`src/rtl/pattern_pkg.sv`:
```
// Shared types for the HDMI test-pattern select path: select width, pattern count, sequencer states.
package pattern_pkg;

    typedef logic [1:0] pattern_sel_t;

    localparam int NUM_PATTERNS = 4;

    typedef enum logic [1:0] {
        S_RUN        = 2'd0,
        S_WAIT_FRAME = 2'd1,
        S_BLANK      = 2'd2
    } seq_state_t;

    function automatic pattern_sel_t next_pattern(input pattern_sel_t sel);
        return pattern_sel_t'((32'(sel) + 1) % NUM_PATTERNS);
    endfunction

endpackage

```
`src/rtl/switch_debouncer.sv`:
```
// Two-flop synchronizer plus stability debouncer for a bank of raw switches.
// The output updates only after the synchronized value has held for DEBOUNCE_CYCLES.
module switch_debouncer #(
    parameter int WIDTH           = 2,
    parameter int DEBOUNCE_CYCLES = 250000
) (
    input  logic             i_clk_pxl,
    input  logic             i_reset,
    input  logic [WIDTH-1:0] i_sw,
    output logic [WIDTH-1:0] o_deb
);

    localparam int             CW      = $clog2(DEBOUNCE_CYCLES + 1);
    localparam logic [CW-1:0]  CNT_MAX = CW'(DEBOUNCE_CYCLES);

    logic [1:0][WIDTH-1:0] sync_q;
    logic [WIDTH-1:0]      cand;
    logic [CW-1:0]         cnt;

    always_ff @(posedge i_clk_pxl) begin
        if (i_reset) begin
            sync_q <= '0;
            cand   <= '0;
            cnt    <= '0;
            o_deb  <= '0;
        end else begin
            sync_q <= {sync_q[0], i_sw};
            if (sync_q[1] != cand) begin
                cand <= sync_q[1];
                cnt  <= '0;
            end else if (cnt != CNT_MAX) begin
                cnt <= cnt + 1'b1;
            end
            // cand is still the value that earned the full count, even if sync moves this cycle
            if (cnt == CNT_MAX)
                o_deb <= cand;
        end
    end

endmodule

```
`src/rtl/pattern_select_sequencer.sv`:
```
// Commits debounced pattern selects on frame boundaries and mutes colour for BLANK_FRAMES after each change.
// Optional auto-cycle stepping is compiled in with PATTERN_AUTOCYCLE_EN.
module pattern_select_sequencer
    import pattern_pkg::*;
#(
    parameter int DEBOUNCE_CYCLES = 250000,
    parameter int BLANK_FRAMES    = 2
`ifdef PATTERN_AUTOCYCLE_EN
   ,parameter int AUTO_FRAMES     = 120
`endif
) (
    input  logic       i_clk_pxl,
    input  logic       i_reset,
    input  logic [1:0] i_sw,
    input  logic       i_nf,
`ifdef PATTERN_AUTOCYCLE_EN
    input  logic       i_auto,
`endif
    output logic [1:0] o_sel,
    output logic       o_blank,
    output logic       o_changed
);

    localparam int            BW         = (BLANK_FRAMES > 1) ? $clog2(BLANK_FRAMES) : 1;
    localparam logic [BW-1:0] BLANK_LAST = BW'((BLANK_FRAMES > 0) ? BLANK_FRAMES - 1 : 0);

    seq_state_t    state;
    pattern_sel_t  deb_sw;
    pattern_sel_t  target;
    logic [BW-1:0] blank_cnt;
    logic          auto_on;
    logic          frame_hit;
    logic          commit_en;

    switch_debouncer #(
        .WIDTH           (2),
        .DEBOUNCE_CYCLES (DEBOUNCE_CYCLES)
    ) u_deb (
        .i_clk_pxl (i_clk_pxl),
        .i_reset   (i_reset),
        .i_sw      (i_sw),
        .o_deb     (deb_sw)
    );

`ifdef PATTERN_AUTOCYCLE_EN
    localparam int            FW       = (AUTO_FRAMES > 1) ? $clog2(AUTO_FRAMES) : 1;
    localparam logic [FW-1:0] AUTO_HIT = FW'(AUTO_FRAMES - 1);

    logic [FW-1:0] frame_cnt;

    assign auto_on   = i_auto;
    assign frame_hit = (frame_cnt == AUTO_HIT);

    // Frames keep counting through blanking (saturating), so the step period is AUTO_FRAMES
    // frames commit-to-commit; the step itself only fires from S_RUN.
    always_ff @(posedge i_clk_pxl) begin
        if (i_reset || !i_auto)
            frame_cnt <= '0;
        else if (i_nf) begin
            if (commit_en)
                frame_cnt <= '0;
            else if (!frame_hit)
                frame_cnt <= frame_cnt + 1'b1;
        end
    end
`else
    assign auto_on   = 1'b0;
    assign frame_hit = 1'b0;
`endif

    // target resolves to this cycle's deb_sw, so the latest stable switch value is what commits
    always_comb begin
        commit_en = 1'b0;
        target    = deb_sw;
        case (state)
            S_RUN: begin
                if (auto_on) begin
                    commit_en = i_nf && frame_hit;
                    target    = next_pattern(o_sel);
                end
            end
            S_WAIT_FRAME: commit_en = i_nf && !auto_on && (deb_sw != o_sel);
            default:      commit_en = 1'b0;
        endcase
    end

    always_ff @(posedge i_clk_pxl) begin
        if (i_reset) begin
            state     <= S_RUN;
            o_sel     <= '0;
            o_blank   <= 1'b0;
            o_changed <= 1'b0;
            blank_cnt <= '0;
        end else begin
            o_changed <= 1'b0;
            if (commit_en) begin
                o_sel     <= target;
                o_changed <= 1'b1;
                if (BLANK_FRAMES > 0) begin
                    o_blank   <= 1'b1;
                    blank_cnt <= '0;
                    state     <= S_BLANK;
                end else begin
                    state <= S_RUN;
                end
            end else begin
                case (state)
                    S_RUN: begin
                        if (!auto_on && deb_sw != o_sel)
                            state <= S_WAIT_FRAME;
                    end
                    S_WAIT_FRAME: begin
                        if (auto_on || deb_sw == o_sel)
                            state <= S_RUN;
                    end
                    S_BLANK: begin
                        if (i_nf) begin
                            if (blank_cnt == BLANK_LAST) begin
                                o_blank <= 1'b0;
                                state   <= S_RUN;
                            end else begin
                                blank_cnt <= blank_cnt + 1'b1;
                            end
                        end
                    end
                    default: state <= S_RUN;
                endcase
            end
        end
    end

endmodule
```
`config.mk`:
```
export PLATFORM = sky130hd
export DESIGN_NAME = pattern_select_sequencer
export DESIGN_NICKNAME = d
export VERILOG_FILES = /design/src/rtl/pattern_pkg.sv /design/src/rtl/switch_debouncer.sv /design/src/rtl/pattern_select_sequencer.sv
export SDC_FILE = /design/constraint.sdc
export NUM_CORES = 1
export LEC_CHECK = 0
export BUFFER_PORTS_ARGS = -buffer_cell sky130_fd_sc_hd__buf_2
export CORE_MARGIN = 2
export CORE_UTILIZATION = 40
export DETAILED_ROUTE_END_ITERATION = 7
export PLACE_DENSITY_LB_ADDON = 0.2
export SKIP_LAST_GASP = 1
export SLEW_MARGIN = 5
export SYNTH_ARGS = -nofsm -noshare
export SYNTH_HDL_FRONTEND = slang
export SYNTH_SLANG_ARGS = --single-unit
```
`constraint.sdc`:
```
create_clock -name i_clk_pxl -period 2.4 [get_ports i_clk_pxl]
set_clock_uncertainty 0.1 [all_clocks]
set_input_delay 0.48 -clock i_clk_pxl [delete_from_list [all_inputs] [get_ports i_clk_pxl]]
set_output_delay 0.48 -clock i_clk_pxl [all_outputs]
set_load 0.01 [all_outputs]
```
---- Word level (Yosys, flattened, before mapping) ----
Cells that the tools add are included.
Widths: inputs -> output; s select.
operators by class
  divide/modulo/power cells ............... 0
  reductions and logical operators ........ 11
  equality and inequality tests ........... 15
  mux-type cells .......................... 13
  multiply operators ...................... 0
  add/sub/neg operators ................... 2
  shift operators ......................... 0
  magnitude comparators ................... 0
  bitwise gates (word level) .............. 0
operators by type and width
  operator               number
  $add 18x1->18 const B  1
  $eq 18x18->1 const B   1
  $ne 18x18->1 const B   1
  $ne 3x3->1 const B     4
  $mux 2                 5
  $ne 2x2->1 const B     4
  $reduce_and 4->1       2
  $mux 1                 7
  $pmux 2 s3             1
  $reduce_bool 2->1      3
  $ne 2x2->1             2
  $reduce_or 2->1        2
  $reduce_and 3->1       1
  $eq 2x1->1 const B     1
  $eq 2x2->1             1
  $eq 2x2->1 const B     1
  $logic_not 2->1        1
  $reduce_and 2->1       1
  $add 1x1->1 const B    1
  $logic_and 1x1->1      1
storage, ports and cells
  register bits after elaboration ......... 33
  memory bits (writable) .................. 0
  memories kept ........................... 0
  ROM bits ................................ 0
  latch bits .............................. 0

---- Logic depth before layout (Yosys ltp) ----
  depth in word-level cells ............... 5
  gate-level depth with buffers ........... 6
  gate-level depth less buffers ........... 6

---- By module ----
A second synthesis with hierarchy kept.
second synthesis, totals
  cells, all modules ...................... 154
  area total of the unflattened synthesis .. 1415.1 µm²
modules (own cells, without submodules)
  module                    sequential area each (µm²)  area an instance (µm²)  cells each  times used
  switch_debouncer          520.5                       1123.6                  127         1
  pattern_select_sequencer  140.1                       291.5                   27          1

---- Worst setup path after synthesis ----
Ideal clock, no wire load.
  path type ............................... input to register
  start point ............................. input port i_reset
  end point ............................... register u_deb.cnt[10]
  data arrival time ....................... 1.531 ns
  stages .................................. 4
  required time ........................... 2.241 ns
  library setup time ...................... 0.059 ns
  setup slack ............................. 0.710 ns
  cell sequence ........................... or3_1 -> buf_2 -> or4_1 -> nand2_1
on the way
  cells in the longest elaborated chain, start to end .. 1
ends and longest elaborated chain
  what                       RTL line                        RTL
  from (decl)                pattern_select_sequencer.sv:13  input logic i_reset,
  $reduce_or 2->1 (no line)  -
  to (signal assigned)       switch_debouncer.sv:32          cnt <= cnt + 1'b1;
  to (decl)                  switch_debouncer.sv:18          logic [CW-1:0] cnt;
Every way passes these cells.
A chain may end at the register's enable or synchronous reset.

---- Final worst setup path ----
  start point ............................. register u_deb.cnt[0]
  end point ............................... register u_deb.cnt[16]
on the way
  cells in the longest elaborated chain, start to end .. 1
ends and longest elaborated chain
  what                                                  RTL line
  $add 18x1->18 / $ne 18x18->1 (equally long branches)  switch_debouncer.sv:32, switch_debouncer.sv:31
Several ways; a longest one is shown, not always the timed one.

==> key figures <==
STA
  • Final WS setup: 0.5510 ns
  • Max Slew Vio Count: 0
  • RSZ-0062 raised after global routing: false
  • Hold Violations, Final: 0
  • Slew margin rel.: 71.43%
  • Setup TNS Final: 0 ns
  • Final period util: between 70% and 80%
  • Final min period: ~1.8 ns
  • Max frequency: roughly 540 MHz
  • Setup-failing EPs final: 0
  • Hold slack: around 0.26 ns
  • Worst slew pin tran: about 0.42 ns

Power and ir drop
  • Leak Pwr: about 0.56 nW
  • VDD IR max: 0.0004006 V
  • Int Pwr: between 0.6 and 0.7 mW
  • Switching part of the total power: about a quarter
  • PD cells: 585.6 mW/mm^2
  • Switching power: about 0.22 mW
  • Comb power frac: under 10%
  • Sequential Power Share: between 60% and 70%
  • Tot Pwr: around 0.90 mW
  • Clock power share: approximately a third

Final layout
  • Fin area: about 0.0015 mm^2
  • Nets@finish: around 170
  • Area delta synth->final: 10.66%
  • Layout cells sized above 1: ~10%
  • ANT cells: 0
  • Post-route insts no fill: 214
  • Core Util, Final: a little under half

Yosys
  • YS warnings: 0
  • Largest area contributor in the netlist: dfxtp_1
  • Number of synthesized register bits: 33
  • Seq/Total Area, Yosys: a little under half
  • Top-count cell post-synth: dfxtp_1
  • Ys async rst share: 0%
  • Top FF cell, synth: dfxtp_1
  • Synthesized instance count: 154
  • Post-Syn Area: about 0.0014 mm^2
  • Yosys cell types: 28
  • EDFF count, synth: 0
  • Area share of the largest cell type after synthesis: 47.70%
  • Post-synth top cells: dfxtp_1, a21oi_1, nand2_1, nor2_1, nand3_1
  • Synth area leaders: dfxtp_1, a21oi_1, xnor2_1, xor2_1, nand3_1
  • Syn avg cell area: ~9 um^2
  • Synth Net Count: between 150 and 200

Global routing
  • All-Layer GR Usage: between 15 and 20%
  • First-pass GRT wire length: approximately 4.7 mm
  • Vias in the first global route: just over 1000
  • Largest net degree at the start of global routing: 18
  • Initial antenna violation count: 0
  • Total grt overflow: 0

Clock network
  • PostCTS Resize Cnt: 0
  • Post-CTS Setup Inserts: 0
  • H-tree depth: 2
  • Clk Latency, worst-skew pair: about 0.33 ns
  • CTS Hold Bufs: 0
  • Root buf cell: clkbuf_4
  • CTS buffer count: 5
  • CTS max path bufs: 2
  • Clk slew on worst S/H paths: ~0.1 ns
  • TritonCTS clock tree: yes
  • Clock sink total: 33

Floorplan
  • Num rows: 21
  • Starting Density: between 40% and 50%
  • Die span in x: between 60 and 70 um
  • Die footprint: about 0.0039 mm^2
  • Core Region: 0.003337 mm^2
  • # IOs: 9
  • DIE HEIGHT: about 63 um

Hold path
  • Hold Crit Start: i_sw[0]
  • Hold Path Depth: 2
  • Worst Hold End: u_deb.sync_q[0]
  • Hold WC Path Type: input pin to register

Worst setup path
  • Worst EP arrival: 2.01 ns
  • Worst setup EP type: register
  • Flop2flop setup slack: about 0.55 ns
  • Reg2Reg Launch Point: u_deb.cnt[0]
  • Maximum fanout along the worst path: 8
  • R2r endpoint: u_deb.cnt[16]
  • Worst EP required: about 2.6 ns
  • R2r worst-path depth: 5
  • Setup CP Type: register to register
  • CP Launch Type: register

Placed design
  • Placed cells: between 200 and 250
  • Placed Area: 0.001478 mm^2
  • GP Congestion: 0.7355
  • Post-DP HPWL: between 1.5 and 2 mm
  • Place WS: between 0.5 and 0.6 ns
  • I/O Buffers: 8

Detailed routing
  • Via Count: 1117
  • DRT iter0 DRCs: 45
  • Vias/cell: between 5 and 6
  • DR pass1 iterations: 4
  • WL final: 2.656 mm
  • Detail Route Antenna Nets: 0
  • DR WL/cell: between 10 and 15 um
  • DRC violations left: 0

Outcome
  • Status: completed

Flow run
  • Max Cap Violations: 0
## worst max-delay path by stage
stage	from	end	slack [ns]	cells past startpoint
global route	u_deb.cnt[1]	u_deb.cnt[16]	0.41	5
floorplan	i_reset	u_deb.cnt[10]	0.71	4
finish	u_deb.cnt[0]	u_deb.cnt[16]	0.55	5
global placement	i_reset	u_deb.cnt[10]	0.60	4
detailed placement	u_deb.cnt[0]	u_deb.cnt[16]	0.57	5
CTS	u_deb.cnt[0]	u_deb.cnt[16]	0.54	5
## layer usage
| layer | up-vias | track usage [%] | routed length [um] |
|---|---|---|---|
| met1 | 519 | 18.83 | 1314 |
| li1 | 576 | - | - |
| met4 | 0 | 5.833 | 21 |
| met3 | 2 | 4.865 | 78 |
| met2 | 20 | 24.46 | 1241 |
| met5 | - | 0 | 0 |
## critical path, stage by stage (launching register included)
cell and delay [ns]:
dfxtp_1 0.40, ha_1 0.19, and2_1 0.20, nand3_1 0.24, or4_1 0.52, a21oi_1 0.14
## registers in the layout, summed over array words and instances, names as in the netlist
register,cells
blank_cnt,1
o_blank,1
o_changed,1
o_sel,2
state,2
u_deb.cand,2
u_deb.cnt,18
u_deb.o_deb,2
u_deb.sync_q,4
## kinds of logic after synthesis
family | count (synthesis) | synth area share [%]
AND/OR/NAND/NOR | 72 | 29.00
flip-flops | 33 | 47.70
AO/OA/AOI/OAI | 25 | 9.755
XOR/XNOR | 12 | 7.588
buffers and inverters | 7 | 1.987
multiplexers | 3 | 2.168
adder cells (fa/ha/maj) | 2 | 1.806
## final cells by class
cell class | instances | area (um^2)
fill | 348 | 1804
multi-input combinational | 114 | 696.9
sequential | 33 | 660.6
tap | 46 | 57.56
timing repair buffer | 9 | 47.55
clock buffer | 5 | 37.54
clock inverter | 3 | 17.52
inverter | 4 | 15.01
## power by group through the flow
stage	sequential (mW)	combinational, mW	clock [mW]
floorplan	0.572	0.0252	0
global placement	0.573	0.0354	0
detailed placement	0.573	0.0377	0
CTS	0.561	0.0379	0.313
global route	0.562	0.0439	0.340
finish	0.561	0.0372	0.299
## layout by cell type (no fill, tap or decap), types with 3 or more instances in the layout
cell	n
nand2_1	11
buf_2	8
nor4_1	3
nor2_1	11
inv_1	4
xnor2_1	6
xor2_1	6
a21oi_1	13
nand3_1	9
clkbuf_4	5
nor3_1	5
dfxtp_1	33
nand4_1	5
o21ai_0	8
nand3b_1	3
mux2i_1	3
or3_1	5
and3b_1	3
nor2b_1	6
and3_1	3
Note: power is estimated with default switching activity, not from simulation.
